## src/rtl/adder_acc_pkg.sv

```systemverilog
`default_nettype none
// ============================================================================
// Module      : adder_acc_pkg
// Description : Shared definitions for the adder sum accumulator.
//               - FSM state encoding (ACCUM / DONE)
//               - Default widths for the sample input, accumulator and window
//               - cnt_w(): width of a counter that must reach WIN_LEN
//               Configuration macro used by the design: ACC_SATURATE_EN
// Revision    : 1.0 - initial release
// ============================================================================
package adder_acc_pkg;

  // Accumulator FSM. ACCUM gathers samples; DONE presents the window total.
  typedef enum logic [0:0] {
    ST_ACCUM = 1'b0,
    ST_DONE  = 1'b1
  } state_e;

  // Default configuration
  localparam int c_DEF_IN_W    = 4;
  localparam int c_DEF_ACC_W   = 12;
  localparam int c_DEF_WIN_LEN = 16;

  // The sample counter has to hold the value WIN_LEN itself (it is presented
  // in DONE), hence the +1.
  function automatic int cnt_w(input int win_len);
    return $clog2(win_len + 1);
  endfunction

endpackage : adder_acc_pkg
`default_nettype wire

```

## src/rtl/acc_add_sat.sv

```systemverilog
`default_nettype none
// ============================================================================
// Module      : acc_add_sat
// Description : Combinational accumulator adder.
//               res_o = acc_i + zero-extended sample_i, computed ACC_W+1 wide
//               so the carry out of the ACC_W-bit result is visible.
//               Configuration macro: ACC_SATURATE_EN
//                 defined   : result clamps to 2^ACC_W-1 on carry
//                 undefined : result wraps modulo 2^ACC_W
//               carry_o reports the raw carry in both builds.
// Ports       : acc_i     in  ACC_W   current accumulator value
//               sample_i  in  IN_W+1  sample {carry, sum}
//               res_o     out ACC_W   next accumulator value
//               carry_o   out 1       the add exceeded 2^ACC_W-1
// Revision    : 1.0 - initial release
// ============================================================================
module acc_add_sat #(
  parameter int IN_W  = 4,
  parameter int ACC_W = 12
) (
  input  logic [ACC_W-1:0] acc_i,
  input  logic [IN_W:0]    sample_i,
  output logic [ACC_W-1:0] res_o,
  output logic             carry_o
);

  logic [ACC_W:0] w_sum;

  // Both operands extended to ACC_W+1 bits; ACC_W > IN_W+1 keeps the zero
  // pad width positive.
  assign w_sum   = {1'b0, acc_i} + {{(ACC_W - IN_W){1'b0}}, sample_i};
  assign carry_o = w_sum[ACC_W];

`ifdef ACC_SATURATE_EN
  // Once clamped at all-ones, any non-zero sample carries again, so the
  // value stays pinned for the rest of the window.
  assign res_o = w_sum[ACC_W] ? {ACC_W{1'b1}} : w_sum[ACC_W-1:0];
`else
  assign res_o = w_sum[ACC_W-1:0];
`endif

endmodule : acc_add_sat
`default_nettype wire

```

## src/rtl/adder_sum_accumulator.sv

```systemverilog
`default_nettype none
// ============================================================================
// Module      : adder_sum_accumulator
// Description : Accumulates WIN_LEN adder results {c_out, sum} into an ACC_W
//               register and hands the window total off over a valid/ready
//               handshake, then restarts with the next window.
//               Configuration macro: ACC_SATURATE_EN (clamp instead of wrap
//               inside acc_add_sat).
// Ports       : clk         in   1        clock, rising edge
//               rst_n       in   1        asynchronous active-low reset
//               clr         in   1        synchronous window clear (top prio)
//               in_valid    in   1        sample valid
//               in_ready    out  1        sample can be accepted
//               sum_in      in   IN_W     adder sum
//               c_out_in    in   1        adder carry-out
//               acc_valid   out  1        acc_out is a completed window total
//               acc_ready   in   1        consumer takes acc_out
//               acc_out     out  ACC_W    running / final total
//               sample_cnt  out  cnt_w    samples accepted in this window
//               ovf         out  1        sticky accumulator overflow
// Revision    : 1.0 - initial release
// ============================================================================
module adder_sum_accumulator
  import adder_acc_pkg::*;
#(
  parameter int IN_W    = c_DEF_IN_W,
  parameter int ACC_W   = c_DEF_ACC_W,
  parameter int WIN_LEN = c_DEF_WIN_LEN
) (
  input  logic                       clk,
  input  logic                       rst_n,
  input  logic                       clr,
  input  logic                       in_valid,
  output logic                       in_ready,
  input  logic [IN_W-1:0]            sum_in,
  input  logic                       c_out_in,
  output logic                       acc_valid,
  input  logic                       acc_ready,
  output logic [ACC_W-1:0]           acc_out,
  output logic [cnt_w(WIN_LEN)-1:0]  sample_cnt,
  output logic                       ovf
);

  localparam int CNT_W = cnt_w(WIN_LEN);

  // --------------------------------------------------------------------------
  // State
  // --------------------------------------------------------------------------
  state_e           state_q, state_d;
  logic [ACC_W-1:0] acc_q,   acc_d;
  logic [CNT_W-1:0] cnt_q,   cnt_d;
  logic             ovf_q,   ovf_d;

  // --------------------------------------------------------------------------
  // Datapath
  // --------------------------------------------------------------------------
  logic [IN_W:0]    w_sample;
  logic [ACC_W-1:0] w_add_res;
  logic             w_add_carry;
  logic             w_accept;
  logic [CNT_W-1:0] w_cnt_inc;
  logic             w_win_last;

  assign w_sample = {c_out_in, sum_in};

  acc_add_sat #(
    .IN_W  (IN_W),
    .ACC_W (ACC_W)
  ) u_add (
    .acc_i    (acc_q),
    .sample_i (w_sample),
    .res_o    (w_add_res),
    .carry_o  (w_add_carry)
  );

  // in_ready is a pure decode of the state register, so in_valid never
  // reaches it combinationally.
  assign in_ready  = (state_q == ST_ACCUM);
  assign acc_valid = (state_q == ST_DONE);

  assign w_accept   = in_valid & in_ready;
  assign w_cnt_inc  = cnt_q + CNT_W'(1);
  assign w_win_last = (w_cnt_inc == CNT_W'(WIN_LEN));

  // --------------------------------------------------------------------------
  // Next-state logic
  // --------------------------------------------------------------------------
  always_comb begin
    state_d = state_q;
    acc_d   = acc_q;
    cnt_d   = cnt_q;
    ovf_d   = ovf_q;

    if (clr) begin
      // Clear wins over any concurrent sample or output handshake.
      state_d = ST_ACCUM;
      acc_d   = '0;
      cnt_d   = '0;
      ovf_d   = 1'b0;
    end else begin
      case (state_q)
        ST_ACCUM: begin
          if (w_accept) begin
            acc_d = w_add_res;
            cnt_d = w_cnt_inc;
            ovf_d = ovf_q | w_add_carry;
            if (w_win_last) begin
              state_d = ST_DONE;
            end
          end
        end
        ST_DONE: begin
          // Total, count and ovf are frozen until the consumer takes them.
          // The handshake cycle accepts no sample: one bubble per window.
          if (acc_ready) begin
            state_d = ST_ACCUM;
            acc_d   = '0;
            cnt_d   = '0;
            ovf_d   = 1'b0;
          end
        end
        default: begin
          state_d = ST_ACCUM;
        end
      endcase
    end
  end

  // --------------------------------------------------------------------------
  // Registers
  // --------------------------------------------------------------------------
  always_ff @(posedge clk or negedge rst_n) begin
    if (!rst_n) begin
      state_q <= ST_ACCUM;
      acc_q   <= '0;
      cnt_q   <= '0;
      ovf_q   <= 1'b0;
    end else begin
      state_q <= state_d;
      acc_q   <= acc_d;
      cnt_q   <= cnt_d;
      ovf_q   <= ovf_d;
    end
  end

  assign acc_out    = acc_q;
  assign sample_cnt = cnt_q;
  assign ovf        = ovf_q;

endmodule : adder_sum_accumulator
`default_nettype wire

```

## config.mk

```make
export PLATFORM = sky130hd
export DESIGN_NAME = adder_sum_accumulator
export DESIGN_NICKNAME = d
export VERILOG_FILES = /design/src/rtl/adder_acc_pkg.sv /design/src/rtl/acc_add_sat.sv /design/src/rtl/adder_sum_accumulator.sv
export SDC_FILE = /design/constraint.sdc
export NUM_CORES = 1
export LEC_CHECK = 0
export CAP_MARGIN = 25
export CORE_ASPECT_RATIO = 0.6
export CORE_MARGIN = 3
export CORE_UTILIZATION = 47
export CTS_BUF_LIST = sky130_fd_sc_hd__clkbuf_8 sky130_fd_sc_hd__clkbuf_16
export CTS_CLUSTER_SIZE = 16
export DETAILED_ROUTE_END_ITERATION = 6
export PLACE_DENSITY = 0.78
export SKIP_LAST_GASP = 1
export SLEW_MARGIN = 20
export SYNTH_ARGS = -nofsm -noshare
export SYNTH_HDL_FRONTEND = slang
export SYNTH_SLANG_ARGS = --single-unit
export TNS_END_PERCENT = 20
```

## constraint.sdc

```tcl
create_clock -name clk -period 2.7 [get_ports clk]
set_input_delay 0.54 -clock clk [delete_from_list [all_inputs] [get_ports clk]]
set_output_delay 0.54 -clock clk [all_outputs]
set_load 0.02 [all_outputs]
```

==> results.tsv <==
metric	value	unit
Rows	12	
Syn Nets	124	
Antenna diodes	0	
layout cell share with drive strength beyond 1	7.80	%
max_cap viols	0	
Final period util	88.7	%
RSZ-0062 raised after global routing	no	
Hold WC Path Type	reg -> reg	
post-synthesis cell count	106	
sequential area share after synthesis	42.9	%
die width	68.7	um
Avg Inst Size Synth	10.4	um2
Post-synth EDFFs	0	
Worst EP arrival	2.55	ns
CTS tree	done	
Die Footprint	0.00299	mm2
asr flop ratio synth	100	%
clock buffer depth	2	
Die H	43.6	um
GRT Overall Usage	19.2	%
I/O Buffers	29	
Final Hold Fails	0	
Crit Path Category	in -> reg	
H-tree Lvls	1	
status	finished, final reports clean	
Yosys reg bits	19	
startpoint types	input pin	
setup violators final	0	
fin nets	160	
Initial Util	54.6	%
vias in the first global route	907	
LEAKAGE	0.641	nW
TritonRoute pass-1 iters	4	
via/cell ratio	5.69	
DRT antenna net count	0	
# IOs	30	
Slew Limit Headroom	64.1	%
# DRC	0	
CTS Hold Bufs	0	
Mapped Area	0.00111	mm2
Fillers	159	
synth warn	0	
setup bufs post-CTS	0	
gr ovfl total	0	
worst-path maximum fanout	3	
FMAX	0.417	GHz
initial antenna violation count	0	
largest net degree at the start of global routing	20	
Worst Skew	0.00465	ns
post-cts resize count	0	
Setup crit end kind	register	
DR WL/cell	15.5	um
Finished Core Util	73.9	%
clock slew at reported path FFs	0.07	ns
VDD IR-drop max	0.403	mV
worst-skew pair later-pin latency	0.26	ns
PD cells	451	mW/mm2
via count	961	
final setup TNS	0	ns
Core Area	0.00203	mm2
Clock Tree Root	clkbuf_8	
DP HPWL	1940	um
Num CTS Buffers	3	
Least-Margin Pin Slew	0.538	ns
first-pass GRT wire length	4250	um
CTS sink cnt	19	
max-slew violation count	0	
Initial DRC Count	73	
fin crit period	2.40	ns
Area Growth Syn to Fin	35.3	%
GPL Wtd Cong	0.820	
synth unique cells	38	
Worst Path Required	2.86	ns
Synth Flop Type	dfrtp_1	
Detailed Route WL	2610	um
cell usage after synthesis (2+ instances only):
library cell | number | area share (%)
o21a_1 | 2 | 1.4
a21o_1 | 2 | 1.4
ha_1 | 7 | 7.9
nor3b_1 | 2 | 1.4
a211oi_1 | 3 | 2.0
xor2_1 | 3 | 2.4
o211ai_1 | 2 | 1.4
nor2_1 | 7 | 2.4
nand3_1 | 3 | 1.4
a21oi_1 | 7 | 3.2
nand2_1 | 5 | 1.7
nand2b_1 | 2 | 1.1
dfrtp_1 | 19 | 43
xnor2_1 | 5 | 4.0
a22o_1 | 7 | 5.5
o21ai_0 | 7 | 3.2
nor3_1 | 2 | 0.90
registers in the layout, summed over array words and instances, names as in the netlist:
signal / cells
sample_cnt: 5
acc_valid: 1
ovf: 1
acc_out: 12
layer usage:
layer	wire length (um)	vias up	part of all wire, %	GRT usage [%]
li1	-	469	-	-
met1	1300	456	50	28.2
met2	1110	32	43	27.5
met3	158	4	6.0	3.89
met4	44	0	1.7	7.11
met5	0	-	0	0
cell families after synthesis:
family	share of synthesized area, %
multiplexers	1.02
AND/OR/NAND/NOR	16.5
flip-flops	42.9
buffers and inverters	0.677
XOR/XNOR	6.33
adder cells (fa/ha/maj)	9.72
AO/OA/AOI/OAI	22.8
layout make-up:
cell class                      instances  area, um2  share of cell area (%)
Clock buffer                            3       41.3                    2.76
Clock inverter                          1       5.00                   0.334
Inverter                                1       3.75                   0.251
Multi-Input combinational cell         85        624                    41.7
Sequential cell                        19        475                    31.7
Tap cell                               28       35.0                    2.34
Timing Repair Buffer                   32        313                    20.9
placed cells by master, fill, tap and decap left out, types with 2 or more instances in the layout:
master / instances
nand2b_1: 2
a22o_1: 7
o21ai_0: 7
clkdlybuf4s50_1: 29
xor2_1: 3
xnor2_1: 5
a21oi_1: 7
a21o_1: 2
nor3_1: 2
clkbuf_8: 3
buf_4: 3
dfrtp_1: 19
nor2_1: 7
nand2_1: 5
nand3_1: 3
o211ai_1: 2
o21a_1: 2
nor3b_1: 2
a211oi_1: 3
ha_1: 7
critical path: stages:
cell             delay [ns]
clkdlybuf4s50_1        0.42
ha_1                   0.24
fa_1                   0.43
a211o_1                0.30
a21oi_1                0.19
buf_4                  0.16
nor3b_1                0.05
xnor2_1                0.17
nor2_1                 0.05
stage by stage:
step	instances	hold WS [ns]	area, um2	setup WS [ns]	total power [mW]
5_1_grt	169	0.519	1500	0.145	0.714
3_5_place_dp	165	0.488	1450	0.0326	0.476
4_1_cts	169	0.505	1500	0.302	0.677
2_1_floorplan	106	0.244	1110	0.546	0.405
6_report	169	0.506	1500	0.304	0.676
3_3_place_gp	165	0.480	1450	0.140	0.476
final timing paths:
path,from,endpoint,slack (ns),depth (start not counted)
setup reg to reg,acc_out[0]$_DFFE_PN0P_,acc_out[6]$_DFFE_PN0P_,0.62,8
hold / removal,ovf$_DFFE_PN0P_,ovf$_DFFE_PN0P_,0.51,1
hold reg to reg,ovf$_DFFE_PN0P_,ovf$_DFFE_PN0P_,0.51,1
setup / recovery,sum_in[0],acc_out[6]$_DFFE_PN0P_,0.30,9
max in group asynchronous,rst_n,acc_out[4]$_DFFE_PN0P_,1.88,2
min in group asynchronous,rst_n,acc_out[11]$_DFFE_PN0P_,0.60,2
report_power, final:
part	internal, mW	switching (mW)
Combinational	0.0760	0.0860
Sequential	0.297	0.0150
Clock	0.103	0.0988
No activity file was read; power rests on OpenSTA's default activity.
